===== src/rtl/alu_pkg.sv =====
// Shared opcode and flag-index constants for the ALU result stage and its flag generator.
package alu_pkg;

    localparam logic [2:0] OP_ADD = 3'd0;
    localparam logic [2:0] OP_SUB = 3'd1;
    localparam logic [2:0] OP_AND = 3'd2;
    localparam logic [2:0] OP_OR  = 3'd3;
    localparam logic [2:0] OP_XOR = 3'd4;
    localparam logic [2:0] OP_CMP = 3'd5;

    localparam int unsigned FLG_Z  = 0;
    localparam int unsigned FLG_C  = 1;
    localparam int unsigned FLG_N  = 2;
    localparam int unsigned FLG_EQ = 3;
    localparam int unsigned FLG_LT = 4;
    localparam int unsigned FLG_GT = 5;

endpackage


===== src/rtl/alu_flag_gen.sv =====
// Combinational status-flag derivation for one {result, cout, op} tuple.
module alu_flag_gen
    import alu_pkg::*;
#(
    parameter int unsigned WIDTH = 4
) (
    input  logic [WIDTH-1:0] result,
    input  logic             cout,
    input  logic [2:0]       op,
    output logic [5:0]       flags
);

    always_comb begin
        flags = '0;
        if (op == OP_CMP) begin
            // Comparator packs gt/lt/eq into the low three result bits.
            flags[FLG_GT] = result[2];
            flags[FLG_LT] = result[1];
            flags[FLG_EQ] = result[0];
        end else begin
            flags[FLG_Z] = (result == '0);
            flags[FLG_C] = cout;
            flags[FLG_N] = result[WIDTH-1];
        end
    end

endmodule


===== src/rtl/alu_result_stage.sv =====
// Registered FIFO output stage for ALU results with per-entry status flags.
// Optional push statistics counters enabled by ALU_RESULT_STAGE_STATS_EN.
module alu_result_stage
    import alu_pkg::*;
#(
    parameter int unsigned WIDTH = 4,
    parameter int unsigned DEPTH = 2
) (
    input  logic                     clk,
    input  logic                     rst_n,
    input  logic                     in_valid,
    output logic                     in_ready,
    input  logic [WIDTH-1:0]         in_result,
    input  logic                     in_cout,
    input  logic [2:0]               in_op,
    output logic                     out_valid,
    input  logic                     out_ready,
    output logic [WIDTH-1:0]         out_result,
    output logic [2:0]               out_op,
    output logic [5:0]               out_flags,
    output logic [$clog2(DEPTH):0]   count
`ifdef ALU_RESULT_STAGE_STATS_EN
    ,
    output logic [7:0]               cmp_cnt,
    output logic [7:0]               carry_cnt
`endif
);

    localparam int unsigned PW = $clog2(DEPTH);
    localparam int unsigned CW = PW + 1;

    logic [WIDTH-1:0] res_mem_q [DEPTH];
    logic [WIDTH-1:0] res_mem_d [DEPTH];
    logic [2:0]       op_mem_q  [DEPTH];
    logic [2:0]       op_mem_d  [DEPTH];
    logic [5:0]       flg_mem_q [DEPTH];
    logic [5:0]       flg_mem_d [DEPTH];

    logic [PW-1:0] wr_ptr_q, wr_ptr_d;
    logic [PW-1:0] rd_ptr_q, rd_ptr_d;
    logic [CW-1:0] count_q, count_d;

    logic       full, empty, push, pop;
    logic [5:0] push_flags;

    assign full  = (count_q == CW'(DEPTH));
    assign empty = (count_q == '0);
    assign push  = in_valid && !full;
    assign pop   = !empty && out_ready;

    alu_flag_gen #(.WIDTH(WIDTH)) u_flag_gen (
        .result (in_result),
        .cout   (in_cout),
        .op     (in_op),
        .flags  (push_flags)
    );

    always_comb begin
        res_mem_d = res_mem_q;
        op_mem_d  = op_mem_q;
        flg_mem_d = flg_mem_q;
        wr_ptr_d  = wr_ptr_q;
        rd_ptr_d  = rd_ptr_q;
        count_d   = count_q;
        if (push) begin
            res_mem_d[wr_ptr_q] = in_result;
            op_mem_d[wr_ptr_q]  = in_op;
            flg_mem_d[wr_ptr_q] = push_flags;
            wr_ptr_d            = wr_ptr_q + PW'(1);
        end
        if (pop) begin
            rd_ptr_d = rd_ptr_q + PW'(1);
        end
        case ({push, pop})
            2'b10:   count_d = count_q + CW'(1);
            2'b01:   count_d = count_q - CW'(1);
            default: count_d = count_q;
        endcase
    end

    always_ff @(posedge clk or negedge rst_n) begin
        if (!rst_n) begin
            res_mem_q <= '{default: '0};
            op_mem_q  <= '{default: '0};
            flg_mem_q <= '{default: '0};
            wr_ptr_q  <= '0;
            rd_ptr_q  <= '0;
            count_q   <= '0;
        end else begin
            res_mem_q <= res_mem_d;
            op_mem_q  <= op_mem_d;
            flg_mem_q <= flg_mem_d;
            wr_ptr_q  <= wr_ptr_d;
            rd_ptr_q  <= rd_ptr_d;
            count_q   <= count_d;
        end
    end

    // Head is shown straight from storage; zeroed while empty.
    always_comb begin
        in_ready   = !full;
        out_valid  = !empty;
        count      = count_q;
        out_result = '0;
        out_op     = '0;
        out_flags  = '0;
        if (!empty) begin
            out_result = res_mem_q[rd_ptr_q];
            out_op     = op_mem_q[rd_ptr_q];
            out_flags  = flg_mem_q[rd_ptr_q];
        end
    end

`ifdef ALU_RESULT_STAGE_STATS_EN
    logic [7:0] cmp_cnt_q, cmp_cnt_d;
    logic [7:0] carry_cnt_q, carry_cnt_d;

    always_comb begin
        cmp_cnt_d   = cmp_cnt_q;
        carry_cnt_d = carry_cnt_q;
        if (push && (in_op == OP_CMP) && (cmp_cnt_q != '1)) begin
            cmp_cnt_d = cmp_cnt_q + 8'd1;
        end
        if (push && push_flags[FLG_C] && (carry_cnt_q != '1)) begin
            carry_cnt_d = carry_cnt_q + 8'd1;
        end
    end

    always_ff @(posedge clk or negedge rst_n) begin
        if (!rst_n) begin
            cmp_cnt_q   <= '0;
            carry_cnt_q <= '0;
        end else begin
            cmp_cnt_q   <= cmp_cnt_d;
            carry_cnt_q <= carry_cnt_d;
        end
    end

    assign cmp_cnt   = cmp_cnt_q;
    assign carry_cnt = carry_cnt_q;
`endif

endmodule


===== config.mk =====
export PLATFORM = sky130hd
export DESIGN_NAME = alu_result_stage
export DESIGN_NICKNAME = d
export VERILOG_FILES = /design/src/rtl/alu_pkg.sv /design/src/rtl/alu_flag_gen.sv /design/src/rtl/alu_result_stage.sv
export SDC_FILE = /design/constraint.sdc
export NUM_CORES = 1
export LEC_CHECK = 0
export BUFFER_PORTS_ARGS = -buffer_cell sky130_fd_sc_hd__buf_2
export CORE_MARGIN = 5
export CORE_UTILIZATION = 30
export DETAILED_ROUTE_END_ITERATION = 6
export GPL_TIMING_DRIVEN = 0
export PLACE_DENSITY_LB_ADDON = 0.1
export SYNTH_ARGS = -nofsm -noshare
export SYNTH_HDL_FRONTEND = slang
export SYNTH_HIERARCHICAL = 1
export SYNTH_SLANG_ARGS = --single-unit

===== constraint.sdc =====
create_clock -name clk -period 2.3 [get_ports clk]
set_clock_uncertainty 0.1 [all_clocks]
set_input_delay 0.69 -clock clk [delete_from_list [all_inputs] [get_ports clk]]
set_output_delay 0.69 -clock clk [all_outputs]
set_load 0.05 [all_outputs]

==> flow_summary.json, run 1 <==
{
  "status": "finished, final reports clean",
  "setup_viol": 0,
  "top_usage_layer": "met2",
  "cts_buffers": 5,
  "vias_per_cell": 4.35,
  "synthSimpleGateAreaFrac_pct": 9.93,
  "hold_viol": 0,
  "regToRegSetupSlack_ps": 670,
  "fin_nets": 160,
  "synth_warnings": 6,
  "rows": 26,
  "cts_sinks": 30,
  "clock_latency_ps": 270,
  "synth_top_family_by_area": "multiplexers",
  "synthCells": 111,
  "vias": 944,
  "die_h_um": 81.6,
  "io_buffer_count": 28,
  "required_ps": 1510,
  "avgSynthCellArea_sq_um": 13.9,
  "placedCellCount": 209,
  "cts_root_buf": "clkbuf_8",
  "synth-xor-area-share_pct": 2.85,
  "grtUsageMet1_pct": 12.9,
  "finalCritPeriodShare_pct": 96.9,
  "rsz0062_at_grt": "true",
  "grt_use_total_pct": 11.2,
  "synth_seq_cells": 30,
  "grt-ovfl-total": 0,
  "max_slew_margin_pct": 54.9,
  "drtIter0Drc": 18,
  "worstPathCellList": "clkbuf_4, buf_12, mux2i_1, nor2_2, clkbuf_4",
  "final_common_cell": "dfrtp_1",
  "hold_path_class": "in -> async",
  "worst_pin_slew_ps": 676,
  "slew_violations": 0,
  "critical_path.max_stage_delay_ps": 320,
  "instances_no_fill": 217,
  "yosysSeqAreaShare_pct": 48.8,
  "cap_violations": 0,
  "reg2reg_depth": 5,
  "drtAntennaViolNets": 0,
  "io_pins": 29,
  "setup_ws_ps": 70.2,
  "synthMuxAreaShare_pct": 32.4,
  "grt_max_degree": 31,
  "antenna_found_initial": 0,
  "pre_cts_ws_ps": 15.3,
  "max_freq_mhz": 448,
  "final_util_pct": 38.3,
  "synth_cell_types": 21,
  "crit_fanout": 10,
  "htreeDepth": 2,
  "grtUsageMet3_pct": 3.18,
  "coreArea_sq_um": 5040,
  "end_kind": "primary output",
  "dp_hpwl_mm": 2.35,
  "start_kind": "flop",
  "cts_tree": "done",
  "routed_wl_mm": 3.27,
  "route.detailed.drc": 0,
  "synth-compound-area-share_pct": 0,
  "final_cell_mix": "dfrtp_1 (30), buf_2 (21), mux2_4 (20)",
  "worst_ep_arrival_time_ps": 1440,
  "grt_util_met2_pct": 19.5,
  "clkTransAtPathRegs_ps": 60,
  "yosys.area_share.adder_pct": 0.814,
  "die_x_um": 81.6,
  "synth_nets": 124,
  "grt_first_pass_wirelength_mm": 5.46,
  "drive_gt1_share_pct": 55.8,
  "setup_tns_ps": 0,
  "final.min_clock_period_ps": 2230,
  "path_class": "reg -> out",
  "worst_path_max_delay_cell": "dfrtp_1",
  "start_util_pct": 30.5,
  "syn_to_final_growth_pct": 25.6,
  "first_global_vias": 1107,
  "routabilityCongestion": 0.686,
  "dieArea_sq_um": 6660,
  "antenna_cells": 0,
  "clockBufferDepth": 2,
  "syn_area_sq_um": 1540,
  "crit_top_cell": "clkbuf_4",
  "drt-pass1-iter-count": 4,
  "drt-wirelength-per-cell_um": 15.1,
  "cts_hold_buf": 0
}
## synth_stat cells (all sizes together)
cell    count  area share (%)
dfrtp      30              49
mux2       26              24
nor2       16             4.1
mux2i      13             8.5
buf         6             4.7
and2        3             1.2
nor2b       3             1.2
xnor2       3             1.7
and3b       2             1.1
xor2        2             1.1
and3        1            0.41
clkbuf      1            0.24
ha          1            0.81
inv         1            0.24
nand2       1            0.24
nand2b      1            0.89
or4         1            0.73
## area by class of cell
class / count / area (sq um)
plain buffers: 7 / 104
multi-input cells: 73 / 744
well taps: 70 / 87.6
clock buffers: 7 / 76.3
repair buffers: 29 / 165
fillers: 509 / 3110
inverters: 1 / 3.75
flip-flops and latches: 30 / 751
## registers in the layout, summed over array words and instances, names as in the netlist
register / flops
flg_mem_q: 12
wr_ptr_q: 1
rd_ptr_q: 1
res_mem_q: 8
count: 2
op_mem_q: 6
## worst paths after layout
| kind | endpoint | startpoint |
|---|---|---|
| max in group asynchronous | res_mem_q[6] | rst_n |
| setup / recovery | out_flags[1] | rd_ptr_q |
| hold / removal | op_mem_q[0] | rst_n |
| min in group clk | wr_ptr_q | wr_ptr_q |
| hold reg to reg | wr_ptr_q | wr_ptr_q |
| setup reg to reg | res_mem_q[4] | count[0] |
## kinds of logic (layout without fill, tap and decap cells)
logic type,after synthesis,in the layout
mux,39,39
flops,30,30
buf+inv,8,44
simple gates,28,28
xor+xnor,5,5
fa+ha+maj,1,1
## critical path, delay by kind of cell, from the launching register on
| kind | cells | cell delay, ps |
|---|---|---|
| flip-flops | 1 | 320 |
| multiplexers | 1 | 240 |
| buffers and inverters | 3 | 570 |
| AND/OR/NAND/NOR | 1 | 40 |
## what timing repair did
action                                  in CTS  in global routing
endpoints found under the setup margin      10                 10
gates resized for setup                      7                 12
pin swaps                                    0                  1
setup buffers                                0                  1
gates cloned                                 0                  0
## layer usage
layer | vias to the layer above | wire [um]
met2 | 18 | 1690
met3 | 6 | 129
met4 | 0 | 54
met1 | 477 | 1400
li1 | 443 | -
met5 | - | 0
## metrics by stage
step           area [sq um]  hold WS (ps)
6_report               1930           350
5_1_grt                1930           404
4_1_cts                1890           365
3_5_place_dp           1790           378
3_3_place_gp           1790           369
2_1_floorplan          1560           294
Power of run 1 is not shown: default switching activity piles up to over one toggle a cycle in this logic, so the estimate is an artifact.
==> inputs of run 2 (changes only) <==
--- a/config.mk
+++ b/config.mk
@@ -13,5 +13,4 @@
 export PLACE_DENSITY_LB_ADDON = 0.1
 export SYNTH_ARGS = -nofsm -noshare
 export SYNTH_HDL_FRONTEND = slang
-export SYNTH_HIERARCHICAL = 1
 export SYNTH_SLANG_ARGS = --single-unit
==> run 2 against run 1 <==
  * Count of clock-buffer cells in the layout is the same
  * Worst hold slack better by 6.4 ps
  * Sequential share of layout area shrank 0.47 points
  * Fmax grew 0.77%
  * Synthesized cell count rose by 2.7%
  * Wire length fell by 3.5%
  * Utilization increased by 2.3 points
  * Global-route usage shrank 0.36 points
  * Die area down 1.5%
  * Highest routed layer unchanged
==> flow_summary.json, run 2 <==
{
  "status": "finished, final reports clean",
  "route.detailed.drc": 0,
  "cts_tree": "done",
  "setup_viol": 0,
  "synthMuxAreaShare_pct": 31.6,
  "hold_path_class": "in -> async",
  "worst_pin_slew_ps": 686,
  "dieArea_sq_um": 6560,
  "fin_nets": 165,
  "synth_common_cells": "dfrtp_1 (30), mux2i_1 (17), mux2_4 (16), nor2_1 (16), mux2_2 (6)",
  "io_buffer_count": 28,
  "largest_register_ffs": 12,
  "io_pins": 29,
  "clock_latency_ps": 280,
  "cts_root_buf": "clkbuf_8",
  "rows": 25,
  "top_register": "flg_mem_q",
  "synth-xor-area-share_pct": 2.90,
  "final.min_clock_period_ps": 2210,
  "worst_ep_arrival_time_ps": 1420,
  "path_class": "reg -> out",
  "synthSimpleGateAreaFrac_pct": 11.3,
  "grt-ovfl-total": 0,
  "drive_gt1_share_pct": 54.2,
  "required_ps": 1510,
  "final_cell_mix": "dfrtp_1 (30), buf_2 (21), mux2_4 (16)",
  "grt_util_met2_pct": 17.3,
  "crit_fanout": 10,
  "placedCellCount": 209,
  "grtUsageMet1_pct": 13.2,
  "first_global_vias": 1046,
  "grt_first_pass_wirelength_mm": 5.19,
  "synth-compound-area-share_pct": 0,
  "setup_tns_ps": 0,
  "hold_viol": 0,
  "yosysSeqAreaShare_pct": 49.7,
  "drtAntennaViolNets": 0,
  "slew_violations": 0,
  "routabilityCongestion": 0.661,
  "synth_top_family_by_area": "multiplexers",
  "cts_sinks": 30,
  "rsz0062_at_grt": "false",
  "coreArea_sq_um": 4820,
  "yosysTopAreaCellShare_pct": 49.7,
  "grt_use_total_pct": 10.9,
  "start_util_pct": 31.4,
  "final_common_cell": "dfrtp_1",
  "vias": 947,
  "clkTransAtPathRegs_ps": 60,
  "synth_cell_types": 21,
  "start_kind": "flop",
  "regToRegSetupSlack_ps": 680,
  "die_h_um": 81.0,
  "synth_seq_cells": 30,
  "htreeDepth": 2,
  "antenna_found_initial": 0,
  "grtUsageMet3_pct": 4.21,
  "postSynth.asyncResetShare_pct": 100,
  "dp_hpwl_mm": 2.27,
  "cap_violations": 0,
  "instances_no_fill": 220,
  "avgSynthCellArea_sq_um": 13.3,
  "die_x_um": 81.0,
  "cts_hold_buf": 0,
  "synth_edf_count": 0,
  "holdWs_ps": 356,
  "top_regs": "flg_mem_q: 12 flops, res_mem_q: 8 flops, op_mem_q: 6 flops",
  "antenna_cells": 0,
  "drtIter0Drc": 50,
  "synth_nets": 127,
  "top_usage_layer": "met2",
  "syn_area_sq_um": 1510,
  "cts_buffers": 5,
  "grt_max_degree": 31,
  "routed_wl_mm": 3.15,
  "yosys-top-cells-area": "dfrtp_1 (50%), mux2_4 (16%), mux2i_1 (11%)",
  "max_slew_margin_pct": 54.3,
  "drt-pass1-iter-count": 3,
  "synth_ff_type": "dfrtp_1",
  "syn_to_final_growth_pct": 29.4,
  "drt-wirelength-per-cell_um": 14.3,
  "yosysTopAreaCell": "dfrtp_1",
  "yosys.area_share.adder_pct": 0.828,
  "finalCritPeriodShare_pct": 96.2,
  "synth_most_common_cell": "dfrtp_1",
  "end_kind": "primary output",
  "vias_per_cell": 4.30,
  "final_util_pct": 40.6,
  "synthCells": 114,
  "synth_warnings": 0,
  "clockBufferDepth": 2,
  "max_freq_mhz": 452
}
run 2: per-layer routing:
layer  vias up  routed length, um
met5         -                  0
li1        461                  -
met4         0                 45
met1       459               1420
met3         6                212
met2        21               1470
run 2: critical path: stages, from the launching register on:
cell     delay [ps]
dfrtp_1         360
buf_4           170
buf_12          160
mux2i_1         130
nor2_2           70
buf_2           260
run 2: final cells by class:
class | count | area [sq um]
tap | 67 | 83.8
sequential | 30 | 751
fill | 485 | 2860
clock inverter | 1 | 5.00
multi-input combinational | 74 | 763
timing repair buffer | 31 | 184
buffer | 5 | 63.8
clock buffer | 7 | 86.3
inverter | 5 | 18.8
run 2: cells by family (layout without fill, tap and decap cells):
| kind of cell | after synthesis | count (layout) |
|---|---|---|
| DFF | 30 | 30 |
| and+or+nand+nor | 29 | 29 |
| buffers and inverters | 10 | 49 |
| xor gates and xnor gates | 5 | 5 |
| adders and majority gates | 1 | 1 |
| muxes | 39 | 39 |
run 2: what timing repair did:
item / 4_1_cts / 5_1_grt
setup endpoints to repair: 10 / 9
pin swaps: 0 / 0
setup buffers: 0 / 3
resized for setup: 8 / 17
run 2: path summary, 6_finish.rpt:
| check | startpoint | to | cells past startpoint |
|---|---|---|---|
| worst max register to register | count[1] | count[1] | 7 |
| min in group clk | flg_mem_q[3] | flg_mem_q[3] | 1 |
| max in group asynchronous | rst_n | op_mem_q[0] | 1 |
| worst min register to register | flg_mem_q[3] | flg_mem_q[3] | 1 |
| worst max-delay path | rd_ptr_q | out_flags[4] | 5 |
| worst min-delay path | rst_n | wr_ptr_q | 1 |
run 2: per-stage QoR:
| stage | instance area, sq um | setup WS, ps |
|---|---|---|
| 2_1_floorplan | 1540 | -97.8 |
| 3_3_place_gp | 1760 | 33.8 |
| 3_5_place_dp | 1760 | 5.93 |
| 4_1_cts | 1880 | 9.61 |
| 5_1_grt | 1960 | 18.8 |
| 6_report | 1960 | 87.2 |
Power of run 2 is left out for the same reason.
